## src/rtl/instr_fetch.sv

```systemverilog
// Instruction fetch stage: PC register, redirect arbitration, and stall hold with a pending redirect.
// The optional delivered-instruction counter is enabled by defining IFETCH_ICOUNT_EN.
module instr_fetch #(
  parameter logic [31:0] RESET_PC   = 32'h0040_0000,
  parameter logic [31:0] EXC_VECTOR = 32'h0040_0004
) (
  input  logic        clk,
  input  logic        rst_n,
  input  logic        stall,
  input  logic        br_taken,
  input  logic        jmp,
  input  logic        exc,
  input  logic        eret,
  input  logic [31:0] br_target,
  input  logic [31:0] jmp_target,
  input  logic [31:0] epc,
  output logic [10:0] imem_addr,
  input  logic [31:0] imem_rdata,
  output logic [31:0] id_instr,
  output logic [31:0] id_pc,
  output logic [31:0] id_pc_plus4,
  output logic        id_valid,
  output logic [31:0] fetch_cnt
);

  localparam logic [1:0] BOOT = 2'd0;
  localparam logic [1:0] RUN  = 2'd1;
  localparam logic [1:0] HOLD = 2'd2;

  logic [1:0]  state_r, state_s;
  logic [31:0] pc_q, pc_s;
  logic [31:0] id_instr_s, id_pc_s;
  logic        id_valid_s;
  logic        pend_valid_r, pend_valid_s;
  logic [1:0]  pend_prio_r, pend_prio_s;
  logic [31:0] pend_target_r, pend_target_s;

  logic        new_valid_s;
  logic [1:0]  new_prio_s;
  logic [31:0] new_target_s;
  logic        take_new_s;
  logic        redir_valid_s;
  logic [31:0] redir_target_s;

  assign imem_addr   = 11'((pc_q - RESET_PC) >> 2);
  assign id_pc_plus4 = id_pc + 32'd4;

  // Encode the incoming redirect: priority 3 (exc) down to 0 (branch).
  always_comb begin
    new_valid_s  = exc | eret | jmp | br_taken;
    new_prio_s   = 2'd0;
    new_target_s = 32'h0;
    if (exc) begin
      new_prio_s   = 2'd3;
      new_target_s = EXC_VECTOR;
    end else if (eret) begin
      new_prio_s   = 2'd2;
      new_target_s = epc;
    end else if (jmp) begin
      new_prio_s   = 2'd1;
      new_target_s = jmp_target;
    end else if (br_taken) begin
      new_prio_s   = 2'd0;
      new_target_s = br_target;
    end else begin
      new_prio_s   = 2'd0;
      new_target_s = 32'h0;
    end
  end

  // A new request beats the pending one on equal or higher priority.
  assign take_new_s     = new_valid_s & (~pend_valid_r | (new_prio_s >= pend_prio_r));
  assign redir_valid_s  = new_valid_s | pend_valid_r;
  assign redir_target_s = take_new_s ? new_target_s : pend_target_r;

  // Next-state logic for the fetch FSM, PC and decode-stage registers.
  always_comb begin
    state_s       = state_r;
    pc_s          = pc_q;
    id_instr_s    = id_instr;
    id_pc_s       = id_pc;
    id_valid_s    = id_valid;
    pend_valid_s  = pend_valid_r;
    pend_prio_s   = pend_prio_r;
    pend_target_s = pend_target_r;
    case (state_r)
      BOOT: begin
        state_s = RUN;
      end
      RUN, HOLD: begin
        if (stall) begin
          state_s = HOLD;
          if (take_new_s) begin
            pend_valid_s  = 1'b1;
            pend_prio_s   = new_prio_s;
            pend_target_s = new_target_s;
          end else begin
            pend_valid_s  = pend_valid_r;
          end
        end else begin
          state_s       = RUN;
          pend_valid_s  = 1'b0;
          pend_prio_s   = 2'd0;
          pend_target_s = 32'h0;
          if (redir_valid_s) begin
            pc_s       = redir_target_s;
            id_valid_s = 1'b0;
          end else begin
            id_instr_s = imem_rdata;
            id_pc_s    = pc_q;
            id_valid_s = 1'b1;
            pc_s       = pc_q + 32'd4;
          end
        end
      end
      default: begin
        state_s = BOOT;
      end
    endcase
  end

  // State registers with asynchronous reset; reset discards any pending redirect.
  always_ff @(posedge clk or negedge rst_n) begin
    if (!rst_n) begin
      state_r       <= BOOT;
      pc_q          <= RESET_PC;
      id_instr      <= 32'h0;
      id_pc         <= 32'h0;
      id_valid      <= 1'b0;
      pend_valid_r  <= 1'b0;
      pend_prio_r   <= 2'd0;
      pend_target_r <= 32'h0;
    end else begin
      state_r       <= state_s;
      pc_q          <= pc_s;
      id_instr      <= id_instr_s;
      id_pc         <= id_pc_s;
      id_valid      <= id_valid_s;
      pend_valid_r  <= pend_valid_s;
      pend_prio_r   <= pend_prio_s;
      pend_target_r <= pend_target_s;
    end
  end

`ifdef IFETCH_ICOUNT_EN
  logic        fetch_s;
  logic [31:0] cnt_r;

  assign fetch_s = (state_r != BOOT) & ~stall & ~redir_valid_s;

  // Count every word delivered to decode as valid.
  always_ff @(posedge clk or negedge rst_n) begin
    if (!rst_n) begin
      cnt_r <= 32'h0;
    end else if (fetch_s) begin
      cnt_r <= cnt_r + 32'd1;
    end else begin
      cnt_r <= cnt_r;
    end
  end

  assign fetch_cnt = cnt_r;
`else
  assign fetch_cnt = 32'h0;
`endif

endmodule

```

## config.mk

```make
export PLATFORM = sky130hd
export DESIGN_NAME = instr_fetch
export DESIGN_NICKNAME = d
export VERILOG_FILES = /design/src/rtl/instr_fetch.sv
export SDC_FILE = /design/constraint.sdc
export NUM_CORES = 1
export LEC_CHECK = 0
export BUFFER_PORTS_ARGS = -buffer_cell sky130_fd_sc_hd__buf_2
export CAP_MARGIN = 20
export CORE_MARGIN = 2
export CORE_UTILIZATION = 46
export DETAILED_ROUTE_END_ITERATION = 10
export GPL_TIMING_DRIVEN = 0
export PLACE_DENSITY = 0.83
export SYNTH_ARGS = -nofsm -noshare
export SYNTH_HDL_FRONTEND = slang
export SYNTH_SLANG_ARGS = --single-unit
```

## constraint.sdc

```tcl
create_clock -name clk -period 1.71 [get_ports clk]
set_input_delay 0 -clock clk [delete_from_list [all_inputs] [get_ports clk]]
set_output_delay 0 -clock clk [all_outputs]
set_load 0.005 [all_outputs]
```

== Word level (Yosys, flattened, before mapping) ==
Index checks and enable logic that the tools add are counted.

* Word-level logic and storage cells: 46
* Flip-flop bits (word level): 134
* Output and inout port bits: 140

* Reductions and logical operators: 5
* Equal/unequal tests: 3
* Bitwise logic cells: 9
* $lt $le $gt $ge: 1
* Add/subtract/negate cells: 3
* Mux-type cells: 17

{| class="wikitable"
|+ Operators by type and width
! cell !! number
|-
| $mux W32 || 7
|-
| $add A32 B3 Y32 const B || 2
|-
| $sub A13 B1 Y13 const B || 1
|-
| $mux W2 || 5
|-
| $or A1 B1 Y1 || 5
|-
| $mux W1 || 4
|-
| $pmux W2 S2 || 1
|-
| $reduce_and A2 Y1 || 2
|-
| $not A1 Y1 || 3
|-
| $reduce_and A3 Y1 || 1
|-
| $eq A2 B1 Y1 const B || 1
|-
| $eq A2 B2 Y1 const B || 1
|-
| $ge A2 B2 Y1 || 1
|-
| $logic_not A2 Y1 || 1
|-
| $ne A2 B1 Y1 const B || 1
|-
| $reduce_or A2 Y1 || 1
|-
| $and A1 B1 Y1 || 1
|}

== Depth between registers and ports, before layout ==
Gate-level depths: netlist of run 1.

* Depth in word-level cells: 8
* Depth in mapped cells: 11
* Mapped depth without buffers: 8

== Worst setup path after synthesis of run 1 ==
Ideal clock, no wire load.

* Kind: in2reg
* From: input jmp
* To: register pend_target_r[24]
* Data arrival time: 2.007 ns
* Path slack: -0.375 ns
* Stages on the path: 11
* Library setup time: 0.078 ns
* Cell sequence: buf_2 -> clkbuf_1 -> a21oi_1 -> ha_1 -> nor2b_1 -> o21a_1 -> buf_2 -> nor3_2 -> buf_2 -> nand3_1 -> o2bb2ai_1

* Longest elaborated chain between the ends: 8
* Elaborated cells between the ends (all ways): 13

{| class="wikitable"
|+ RTL lines
! what !! line !! text
|-
| start, declared || 11 || <nowiki>input logic jmp,</nowiki>
|-
| $mux W1 || 59 || <nowiki>end else if (jmp) begin</nowiki>
|-
| $mux W2 || 56 || <nowiki>end else if (eret) begin</nowiki>
|-
| $mux W2 || 53 || <nowiki>if (exc) begin</nowiki>
|-
| $ge A2 B2 Y1 || 72 || <nowiki>assign take_new_s = new_valid_s & (~pend_valid_r | (new_prio_s >= pend_prio_r));</nowiki>
|-
| $or A1 B1 Y1 || 72 ||
|-
| $and A1 B1 Y1 || 72 ||
|-
| $mux W32 * || 93 || <nowiki>if (take_new_s) begin</nowiki>
|-
| $mux W32 * || 91 || <nowiki>if (stall) begin</nowiki>
|-
| end signal, assigned || 141 || <nowiki>pend_target_r <= pend_target_s;</nowiki>
|-
| end, declared || 36 || <nowiki>logic [31:0] pend_target_r, pend_target_s;</nowiki>
|}

Mark *: on every way between the ends. The rest lies on a longest branch, timed or not.
A chain may end at the register's enable or synchronous reset.

== Worst setup path after layout of run 1 ==
* From: register state_r[1]
* To: register pc_q[12]

* Longest elaborated chain between the ends: 3
* Elaborated cells between the ends (all ways): 4

{| class="wikitable"
|+ RTL lines
! what !! line !! text
|-
| start, declared || 30 || <nowiki>logic [1:0] state_r, state_s;</nowiki>
|-
| start signal, assigned || 134 || <nowiki>state_r <= state_s;</nowiki>
|-
| $eq A2 B1 Y1 or $eq A2 B2 Y1 (tied branches) || 86 || <nowiki>case (state_r)</nowiki>
|-
| $reduce_or A2 Y1 * || 86 ||
|-
| $reduce_and A2 Y1 (no line) * || -- ||
|-
| end signal, assigned || 135 || <nowiki>pc_q <= pc_s;</nowiki>
|-
| end, declared || 31 || <nowiki>logic [31:0] pc_q, pc_s;</nowiki>
|}

Marks and branches as above.

==> impl_metrics.env, run 1 <==
export IMPL_min_delay_path_class="in2reg"
export IMPL_finClkSkew_ns=0.0162
export IMPL_cts_root_buf="clkbuf_16"
export IMPL_synthTopCellsByArea="dfrtp_1 42%, nand2_1 11%, buf_4 4.5%"
export IMPL_avgRoutedWirePerCell_um=24.0
export IMPL_async_flop_share_pct=100
export IMPL_period_needed_ns=2.47
export IMPL_drv_cap=0
export IMPL_max_stage_delay_ns=0.82
export IMPL_grt_usage_pct=33.4
export IMPL_syn_area_mm2=0.00784
export IMPL_placement_rows=47
export IMPL_ys_flop_type="dfrtp_1"
export IMPL_slew_limit_headroom_pct=30.7
export IMPL_portBuffers=240
export IMPL_ys_seq_area_share_pct=42.8
export IMPL_yosysWarnings=0
export IMPL_grt_overflow_total=0
export IMPL_cts_sinks=134
export IMPL_cp_cell_sequence="inv_2 -> ha_4 -> nand3b_1 -> nor3_1 -> nand2_1 -> xor2_1 -> a22oi_1"
export IMPL_path_class="reg2reg"
export IMPL_yosysTopAreaCellShare_pct=42.4
export IMPL_drv_slew=0
export IMPL_required_ns=2.06
export IMPL_grt_pass1_wl_um=46800
export IMPL_drtAntennaViolNets=0
export IMPL_finalHoldViolCount=0
export IMPL_crit_fanout=5
export IMPL_num_vias=9826
export IMPL_dp_hpwl_um=18300
export IMPL_drt_iter0_markers=1129
export IMPL_num_io_pins=275
export IMPL_insertion_delay_ns=0.46
export IMPL_grt_max_degree=90
export IMPL_fin_crit_sh_pct=145
export IMPL_dieArea_mm2=0.0181
export IMPL_drive_above_1_share_pct=54.8
export IMPL_synth_top_area_cell="dfrtp_1"
export IMPL_ir_drop_mv=0.980
export IMPL_synth_distinct_cells=69
export IMPL_place_congestion=0.936
export IMPL_final_cell_mix="242 x buf_2, 128 x nand2_1, 107 x dfrtp_1"
export IMPL_wirelength_um=37900
export IMPL_setup_viol=153
export IMPL_final_common_cell="buf_2"
export IMPL_arrival_ns=2.82
export IMPL_status="complete, but fails checks"
export IMPL_yosys_register_bits=134
export IMPL_finalInstanceArea_mm2=0.0135
export IMPL_endpoint_kind="flip-flop"
export IMPL_tightestPinTransition_ns=1.03
export IMPL_cts_buffer_depth=2
export IMPL_dieHeight_um=135
export IMPL_dpl_cell_area_mm2=0.00965
export IMPL_start_util_pct=47.1
export IMPL_synth_edf_count=0
export IMPL_max_freq_mhz=404
export IMPL_violations="setup timing"
export IMPL_avgViaCountPerCell=6.22
export IMPL_syn_area_per_cell_um2=8.58
export IMPL_fin_hold_ws_ns=0.00530
export IMPL_area_growth_syn_to_layout_pct=72.4
export IMPL_setup_ws_ns=-0.764
export IMPL_critPathLaunchType="flip-flop"
export IMPL_cts_tree="built"
export IMPL_core_area_mm2=0.0166
export IMPL_drc=0
export IMPL_netlist_instances=914
export IMPL_cellLeakagePower_uw=0.00650
export IMPL_grt_pass1_vias=8673
export IMPL_numCtsBuffers=17
export IMPL_clk_pin_slew_worst_paths_ns=0.06
export IMPL_worst_path_max_delay_cell="nor3_1"
export IMPL_antenna_found_initial=1
export IMPL_die_x_um=135
export IMPL_power_density_mw_per_mm2=1560
export IMPL_firstDrtPassIters=6
export IMPL_rsz0062_at_grt="true"
export IMPL_fin_nets=1486
export IMPL_h_tree_depth=4
[sequential cells by signal, indices dropped and copies added (netlist names)]
| signal | cells |
|---|---|
| id_instr | 32 |
| id_pc | 32 |
| pc_q | 32 |
| pend_target_r | 32 |
| pend_prio_r | 2 |
| state_r | 2 |
| id_valid | 1 |
| pend_valid_r | 1 |
[repair_timing]
| action | in CTS | in global routing |
|---|---|---|
| pin swaps | 87 | 120 |
| cloned | 8 | 15 |
| resized for setup | 228 | 255 |
| hold buffers | 42 | 0 |
| buffers inserted | 48 | 36 |
| endpoints found under the setup margin | 158 | 154 |
| hold endpoints to repair | 179 | 0 |
[critical path, delay by kind of cell, from the launching register on]
| family | cells | cell delay, ns |
|---|---|---|
| adder cells (fa/ha/maj) | 1 | 0.32 |
| AO/OA/AOI/OAI | 1 | 0.20 |
| AND/OR/NAND/NOR | 3 | 1.19 |
| flip-flops | 1 | 0.40 |
| XOR/XNOR | 1 | 0.21 |
| buffers and inverters | 1 | 0.06 |
[worst paths after layout]
path / startpoint / cells past startpoint / end / slack [ns]
min in group asynchronous: rst_n / 2 / id_instr[8]$_DFFE_PN0P_ / 0.05
max in group asynchronous: rst_n / 3 / pc_q[5]$_DFFE_PN0P_ / 0.82
min reg2reg: id_instr[3]$_DFFE_PN0P_ / 2 / id_instr[3]$_DFFE_PN0P_ / 0.47
max reg2reg: state_r[1]$_DFF_PN0_ / 7 / pc_q[12]$_DFFE_PN0P_ / -0.76
min: exc / 3 / pend_prio_r[1]$_DFFE_PN0P_ / 0.005
max: state_r[1]$_DFF_PN0_ / 7 / pc_q[12]$_DFFE_PN0P_ / -0.76
[power by group]
| part | leakage (µW) | internal, µW | total (µW) | switching [µW] |
|---|---|---|---|---|
| Combinational | 0.00449 | 4960 | 10800 | 5870 |
| Clock | 0.000286 | 2240 | 3780 | 1540 |
| Sequential | 0.00172 | 4560 | 6500 | 1940 |
| Total | 0.00650 | 11800 | 21100 | 9350 |
[per-stage QoR]
step	setup TNS (ns)	worst slack (ns)	total power [µW]	util [%]	instances
3_3_place_gp	-201.58	-1.18	11800	57.8	1405
5_1_grt	-43.17	-0.736	21700	81.2	1577
3_5_place_dp	-52.75	-0.660	12100	58.0	1406
4_1_cts	-17.87	-0.467	18200	72.7	1533
6_report	-39.49	-0.764	21100	81.2	1579
2_1_floorplan	-1.78	-0.0881	9490	-	945
[area by class of cell]
| class | count | area, µm² |
|---|---|---|
| multi-input combinational | 687 | 5410 |
| sequential | 134 | 3390 |
| fill | 847 | 3120 |
| timing repair buffer | 381 | 2870 |
| buffer | 102 | 921 |
| clock buffer | 22 | 474 |
| tap | 220 | 275 |
| clock inverter | 9 | 101 |
| inverter | 22 | 82.6 |
| antenna | 2 | 5.00 |
[layer usage]
layer | share of wire (%) | global-route usage [%] | wire (µm) | vias to the layer above
met5 | 0 | 0 | 0 | -
met4 | 8.7 | 17.6 | 3290 | 0
met3 | 10 | 6.12 | 3900 | 299
met2 | 47 | 56.5 | 17900 | 902
met1 | 34 | 40.8 | 12800 | 4579
li1 | - | - | - | 4046
[kinds of logic after synthesis]
kind of cell	Yosys count	share of synthesized area [%]
fa+ha+maj	6	0.957
compound gates	205	18.4
xor+xnor	45	5.02
mux	3	0.383
flops	134	42.8
simple gates	395	23.5
other cells	1	0.0478
buf+inv	125	8.84
[cells in the mapped netlist (all sizes together), types with 22 or more instances]
master and instances:
buf 80, nand2 236, clkbuf 23, o21ai 41, dfrtp 133, a21oi 36
a22oi 23, xor2 23, xnor2 22, nand3 40, nor2 25, nor3 27
(Power assumes the default switching activity.)
==> run 2, diff against run 1 <==
Settings changed: CORE_UTILIZATION 46 to 51, PLACE_DENSITY 0.83 to 0.87.
Clock period 1.71 ns to 2.6 ns, I/O delays scaled along.
==> run 2 against run 1 <==
  * The run now ends clean
  * Design area down 23%
  * Total power down 51%
  * Die area down 9.5%
  * Sequential power down 40%
  * Hold slack better by 0.027 ns
  * Sequential share of layout area up 7.0 points
  * Clock power down 37%
  * Flip-flop and latch count unchanged
  * Largest cell class unchanged
  * Largest power group unchanged
==> impl_metrics.env, run 2 (same netlist as run 1, synthesis figures left out) <==
export IMPL_status="finished clean"
export IMPL_critical_path_top_delay_family="buffers and inverters"
export IMPL_pre_cts_slack_ns=-0.217
export IMPL_cts_buffer_depth=2
export IMPL_clkPwrFrac_pct=23.1
export IMPL_switching_share_pct=40.4
export IMPL_dp_hpwl_um=17900
export IMPL_critPathBufInv=5
export IMPL_required_ns=2.93
export IMPL_cellLeakagePower_uw=0.00530
export IMPL_place_congestion=0.949
export IMPL_dieHeight_um=128
export IMPL_num_io_pins=275
export IMPL_fin_hold_ws_ns=0.0325
export IMPL_critPathLaunchType="input pin"
export IMPL_antenna_found_initial=0
export IMPL_area_growth_syn_to_layout_pct=33.2
export IMPL_wirelength_um=25500
export IMPL_slew_limit_headroom_pct=41.8
export IMPL_ir_drop_mv=0.605
export IMPL_drv_cap=0
export IMPL_switchingPower_uw=4180
export IMPL_worst_path_max_delay_cell="buf_1"
export IMPL_rsz0062_at_grt="false"
export IMPL_grt_max_degree=79
export IMPL_dieArea_mm2=0.0164
export IMPL_firstDrtPassIters=6
export IMPL_clk_pin_slew_worst_paths_ns=0.06
export IMPL_num_vias=8224
export IMPL_fill_cells=1164
export IMPL_crit_fanout=10
export IMPL_drtAntennaViolNets=0
export IMPL_grt_pass1_vias=7743
export IMPL_tightestPinTransition_ns=0.867
export IMPL_drive_above_1_share_pct=29.4
export IMPL_max_freq_mhz=406
export IMPL_drt_iter0_markers=945
export IMPL_dp_cells=1374
export IMPL_fin_nets=1386
export IMPL_grt_overflow_total=0
export IMPL_drc=0
export IMPL_h_tree_depth=4
export IMPL_cts_tree="built"
export IMPL_path_class="in2reg"
export IMPL_drv_slew=0
export IMPL_grt_pass1_wl_um=40000
export IMPL_finClkSkew_ns=0.00953
export IMPL_portBuffers=240
export IMPL_arrival_ns=2.79
export IMPL_endpoint_kind="flip-flop"
export IMPL_path_common_cell="buf_2"
export IMPL_die_x_um=128
export IMPL_instances_no_fill=1447
export IMPL_power_density_mw_per_mm2=992
export IMPL_cp_cell_sequence="buf_2 -> buf_2 -> buf_1 -> a21oi_1 -> ha_1 -> nor2b_1 -> o21a_1 -> buf_2 -> nor3_4 -> buf_2 -> o211ai_1 -> a22oi_1"
export IMPL_power_uw=10400
export IMPL_insertion_delay_ns=0.42
export IMPL_finalHoldViolCount=0
export IMPL_final_cell_mix="265 x buf_2, 235 x nand2_1, 133 x dfrtp_1"
export IMPL_start_util_pct=52.0
export IMPL_avgViaCountPerCell=5.68
export IMPL_min_delay_path_class="in2reg"
export IMPL_avgRoutedWirePerCell_um=17.7
export IMPL_cts_sinks=134
export IMPL_p_int_uw=6180
export IMPL_core_area_mm2=0.0151
export IMPL_period_needed_ns=2.46
export IMPL_grt_usage_pct=31.1
export IMPL_placement_rows=45
export IMPL_fin_crit_sh_pct=94.7
export IMPL_final_common_cell="buf_2"
export IMPL_power_frac_seq_pct=37.4
export IMPL_setup_ws_ns=0.138
export IMPL_setup_viol=0
export IMPL_numCtsBuffers=17
export IMPL_combPwrFrac_pct=39.4
export IMPL_max_stage_delay_ns=0.43
export IMPL_cts_root_buf="clkbuf_16"
## run 2: final timing paths
path / end / cells after the start / slack, ns / from
setup / recovery: pc_q[12]$_DFFE_PN0P_ / 12 / 0.14 / jmp
hold / removal: pend_target_r[27]$_DFFE_PN0N_ / 5 / 0.03 / epc[27]
setup reg to reg: pc_q[27]$_DFFE_PN0P_ / 7 / 0.15 / state_r[1]$_DFF_PN0_
hold reg to reg: id_instr[30]$_DFFE_PN0P_ / 2 / 0.47 / id_instr[30]$_DFFE_PN0P_
max in group asynchronous: pc_q[22]$_DFFE_PN1P_ / 3 / 1.68 / rst_n
min in group asynchronous: pend_target_r[9]$_DFFE_PN0N_ / 2 / 0.14 / rst_n
## run 2: routing by layer
metal	vias to the layer above	GRT usage [%]	share of wire, %
met2	533	50.1	48
met3	82	5.59	8.8
met1	3787	40.8	39
li1	3822	-	-
met5	-	0	0
met4	0	14.9	3.5
## run 2: power by group through the flow
stage / Clock [µW] / Sequential [µW] / Combinational, µW
3_5_place_dp: 0 / 3850 / 3880
2_1_floorplan: 0 / 3660 / 2410
3_3_place_gp: 0 / 3800 / 3760
4_1_cts: 2410 / 3830 / 3970
5_1_grt: 2500 / 3980 / 4480
6_report: 2400 / 3880 / 4090
## run 2: per-stage QoR
stage	instance area [µm²]	util, %	TNS (ns)
floorplan	7960	-	0
global placement	9400	62.3	-37.41
detailed placement	9430	62.5	-4.35
CTS	10400	69.1	0
global route	10400	69.2	0
finish	10500	69.3	0
## run 2: tightest hold or removal path: cells and delay by family
kind | cells | cell delay (ns)
AND/OR/NAND/NOR | 2 | 0.14
buffers and inverters | 1 | 0.09
AO/OA/AOI/OAI | 2 | 0.16
## run 2: final cells by class
| cell class | instances | area (µm²) | share of cell area (%) |
|---|---|---|---|
| diodes | 2 | 5.00 | 0.0479 |
| multi-input cells | 686 | 3930 | 37.6 |
| clock inverters | 10 | 121 | 1.16 |
| inverters | 22 | 82.6 | 0.790 |
| flip-flops and latches | 134 | 3350 | 32.1 |
| well taps | 188 | 235 | 2.25 |
| repair buffers | 281 | 1640 | 15.6 |
| plain buffers | 103 | 613 | 5.87 |
| clock buffers | 21 | 470 | 4.50 |
## run 2: timing repair
item                                   in CTS  in global routing
hold buffers                               40                  0
gates resized for setup                     0                  7
buffers inserted                            0                  0
endpoints found under the hold margin     100                  0
setup endpoints to repair                   0                 23
==> run 3, diff against run 2 <==
Settings changed: CORE_UTILIZATION 51 to 50, PLACE_DENSITY 0.87 to 0.86.
==> run 3 against run 2 <==
  * Via count increased by 1.2%
  * Clock skew increased by 0.0016 ns
  * Maximum frequency is 1.1% lower
  * Largest power group unchanged
==> impl_metrics.env, run 3 (same netlist as run 1, synthesis figures left out) <==
export IMPL_finalHoldViolCount=0
export IMPL_cellLeakagePower_uw=0.00531
export IMPL_portBuffers=240
export IMPL_place_congestion=0.974
export IMPL_endpoint_kind="flip-flop"
export IMPL_finClkSkew_ns=0.0111
export IMPL_final_common_cell="buf_2"
export IMPL_cts_buffer_depth=2
export IMPL_critical_path_top_delay_family="buffers and inverters"
export IMPL_slew_limit_headroom_pct=42.1
export IMPL_grt_max_degree=71
export IMPL_rrSetupSlack_ns=0.11
export IMPL_worst_path_max_delay_cell="a32oi_1"
export IMPL_fin_crit_sh_pct=95.8
export IMPL_drive_above_1_share_pct=29.2
export IMPL_num_io_pins=275
export IMPL_die_x_um=129
export IMPL_max_stage_delay_ns=0.44
export IMPL_grt_overflow_total=0
export IMPL_cts_tree="built"
export IMPL_setup_tns_ns=0
export IMPL_insertion_delay_ns=0.43
export IMPL_area_growth_syn_to_layout_pct=33.4
export IMPL_status="finished clean"
export IMPL_grt_usage_pct=31.7
export IMPL_h_tree_depth=4
export IMPL_setup_viol=0
export IMPL_cts_root_buf="clkbuf_16"
export IMPL_avgRoutedWirePerCell_um=17.7
export IMPL_num_antenna_cells=0
export IMPL_finalInstanceArea_mm2=0.0105
export IMPL_path_class="reg2reg"
export IMPL_dpl_cell_area_mm2=0.00946
export IMPL_arrival_ns=2.77
export IMPL_rsz0062_at_grt="false"
export IMPL_endpoint="pc_q[29]$_DFFE_PN0P_"
export IMPL_cts_sinks=134
export IMPL_dieArea_mm2=0.0167
export IMPL_ir_drop_mv=0.553
export IMPL_antenna_found_initial=0
export IMPL_dp_hpwl_um=18200
export IMPL_placement_rows=45
export IMPL_numCtsBuffers=17
export IMPL_min_delay_path_class="in2reg"
export IMPL_critPathBufInv=3
export IMPL_grt_pass1_wl_um=41100
export IMPL_critPathLaunchType="flip-flop"
export IMPL_cp_num_cells=7
export IMPL_tightestPinTransition_ns=0.862
export IMPL_r2r_start="state_r[0]$_DFF_PN0_"
export IMPL_firstDrtPassIters=6
export IMPL_start_util_pct=51.4
export IMPL_power_density_mw_per_mm2=992
export IMPL_drv_slew=0
export IMPL_fin_nets=1384
export IMPL_crit_fanout=10
export IMPL_dieHeight_um=129
export IMPL_drt_iter0_markers=759
export IMPL_cp_cell_sequence="inv_1 -> ha_1 -> and2b_1 -> clkbuf_1 -> clkbuf_2 -> a32oi_1 -> o211ai_2"
export IMPL_period_needed_ns=2.49
export IMPL_drv_cap=0
export IMPL_clk_pin_slew_worst_paths_ns=0.06
export IMPL_core_area_mm2=0.0153
export IMPL_crit_start="state_r[0]$_DFF_PN0_"
export IMPL_grt_pass1_vias=7928
export IMPL_max_freq_mhz=402
export IMPL_avgViaCountPerCell=5.67
export IMPL_num_vias=8321
export IMPL_drc=0
export IMPL_drtAntennaViolNets=0
export IMPL_reg2regPathDepth=7
export IMPL_final_cell_mix="265 x buf_2, 235 x nand2_1, 133 x dfrtp_1"
export IMPL_required_ns=2.88
export IMPL_r2r_end="pc_q[29]$_DFFE_PN0P_"
export IMPL_wirelength_um=26000
==> run 3: cell types whose count changed in the layout (fill, tap and decap cells not counted), moves of 2 or more <==
cell	delta
diode_2	-2
inv_6	-2
clkinvlp_4	-2
clkbuf_1	+3
==> run 3: layout make-up <==
type	count	area [µm²]
Timing Repair Buffer	280	1630
Buffer	102	609
Sequential cell	134	3350
Multi-Input combinational cell	686	3940
Fill cell	1227	4800
Tap cell	211	264
Inverter	22	82.6
Clock inverter	7	93.8
Clock buffer	25	495
==> run 3: where the power goes <==
group / internal [µW] / switching [µW] / total, µW
Sequential: 2970 / 906 / 3880
Combinational: 1720 / 2380 / 4100
Clock: 1510 / 893 / 2400
==> run 3: worst min path at each step <==
stage / slack, ns / end / cells after the start / start
global route: 0.03 / pend_target_r[10]$_DFFE_PN0N_ / 3 / epc[10]
detailed placement: 0.05 / id_instr[2]$_DFFE_PN0P_ / 1 / rst_n
global placement: 0.19 / id_instr[21]$_DFFE_PN0P_ / 3 / imem_rdata[21]
floorplan: -0.30 / id_instr[0]$_DFFE_PN0P_ / 0 / rst_n
finish: 0.02 / pend_target_r[10]$_DFFE_PN0N_ / 3 / epc[10]
CTS: 0.002 / pend_target_r[7]$_DFFE_PN0N_ / 3 / epc[7]
==> run 3: worst min-delay path: stages <==
cell and delay, ns:
buf_2 0.07, o211ai_1 0.13, o221ai_1 0.19
==> run 3: what timing repair did <==
action,in CTS,in global routing
cloned,0,0
pin swaps,0,1
hold buffers,39,0
setup endpoints to repair,5,35
buffers inserted,0,0
hold endpoints to repair,111,0
resized for setup,1,5
==> run 3: through the flow <==
stage | total power [µW] | utilization, % | setup slack (ns) | cells | hold WS, ns
final | 10400 | 68.6 | 0.110 | 1467 | 0.0188
after global routing | 11000 | 68.6 | 0.0141 | 1467 | 0.0303
after CTS | 10200 | 68.5 | 0.0250 | 1468 | 0.00221
after detailed placement | 7740 | 62.0 | -0.259 | 1397 | 0.0526
after global placement | 7570 | 61.8 | -0.269 | 1396 | 0.190
after floorplan | 6070 | - | 0.515 | 945 | -0.296
==> run 3: per-layer routing <==
| metal | vias to the layer above | global-route usage, % | wire (µm) |
|---|---|---|---|
| met3 | 101 | 6.32 | 2240 |
| li1 | 3836 | - | - |
| met2 | 524 | 51.6 | 12400 |
| met5 | - | 0 | 0 |
| met4 | 0 | 18.1 | 1350 |
| met1 | 3860 | 39.6 | 10100 |
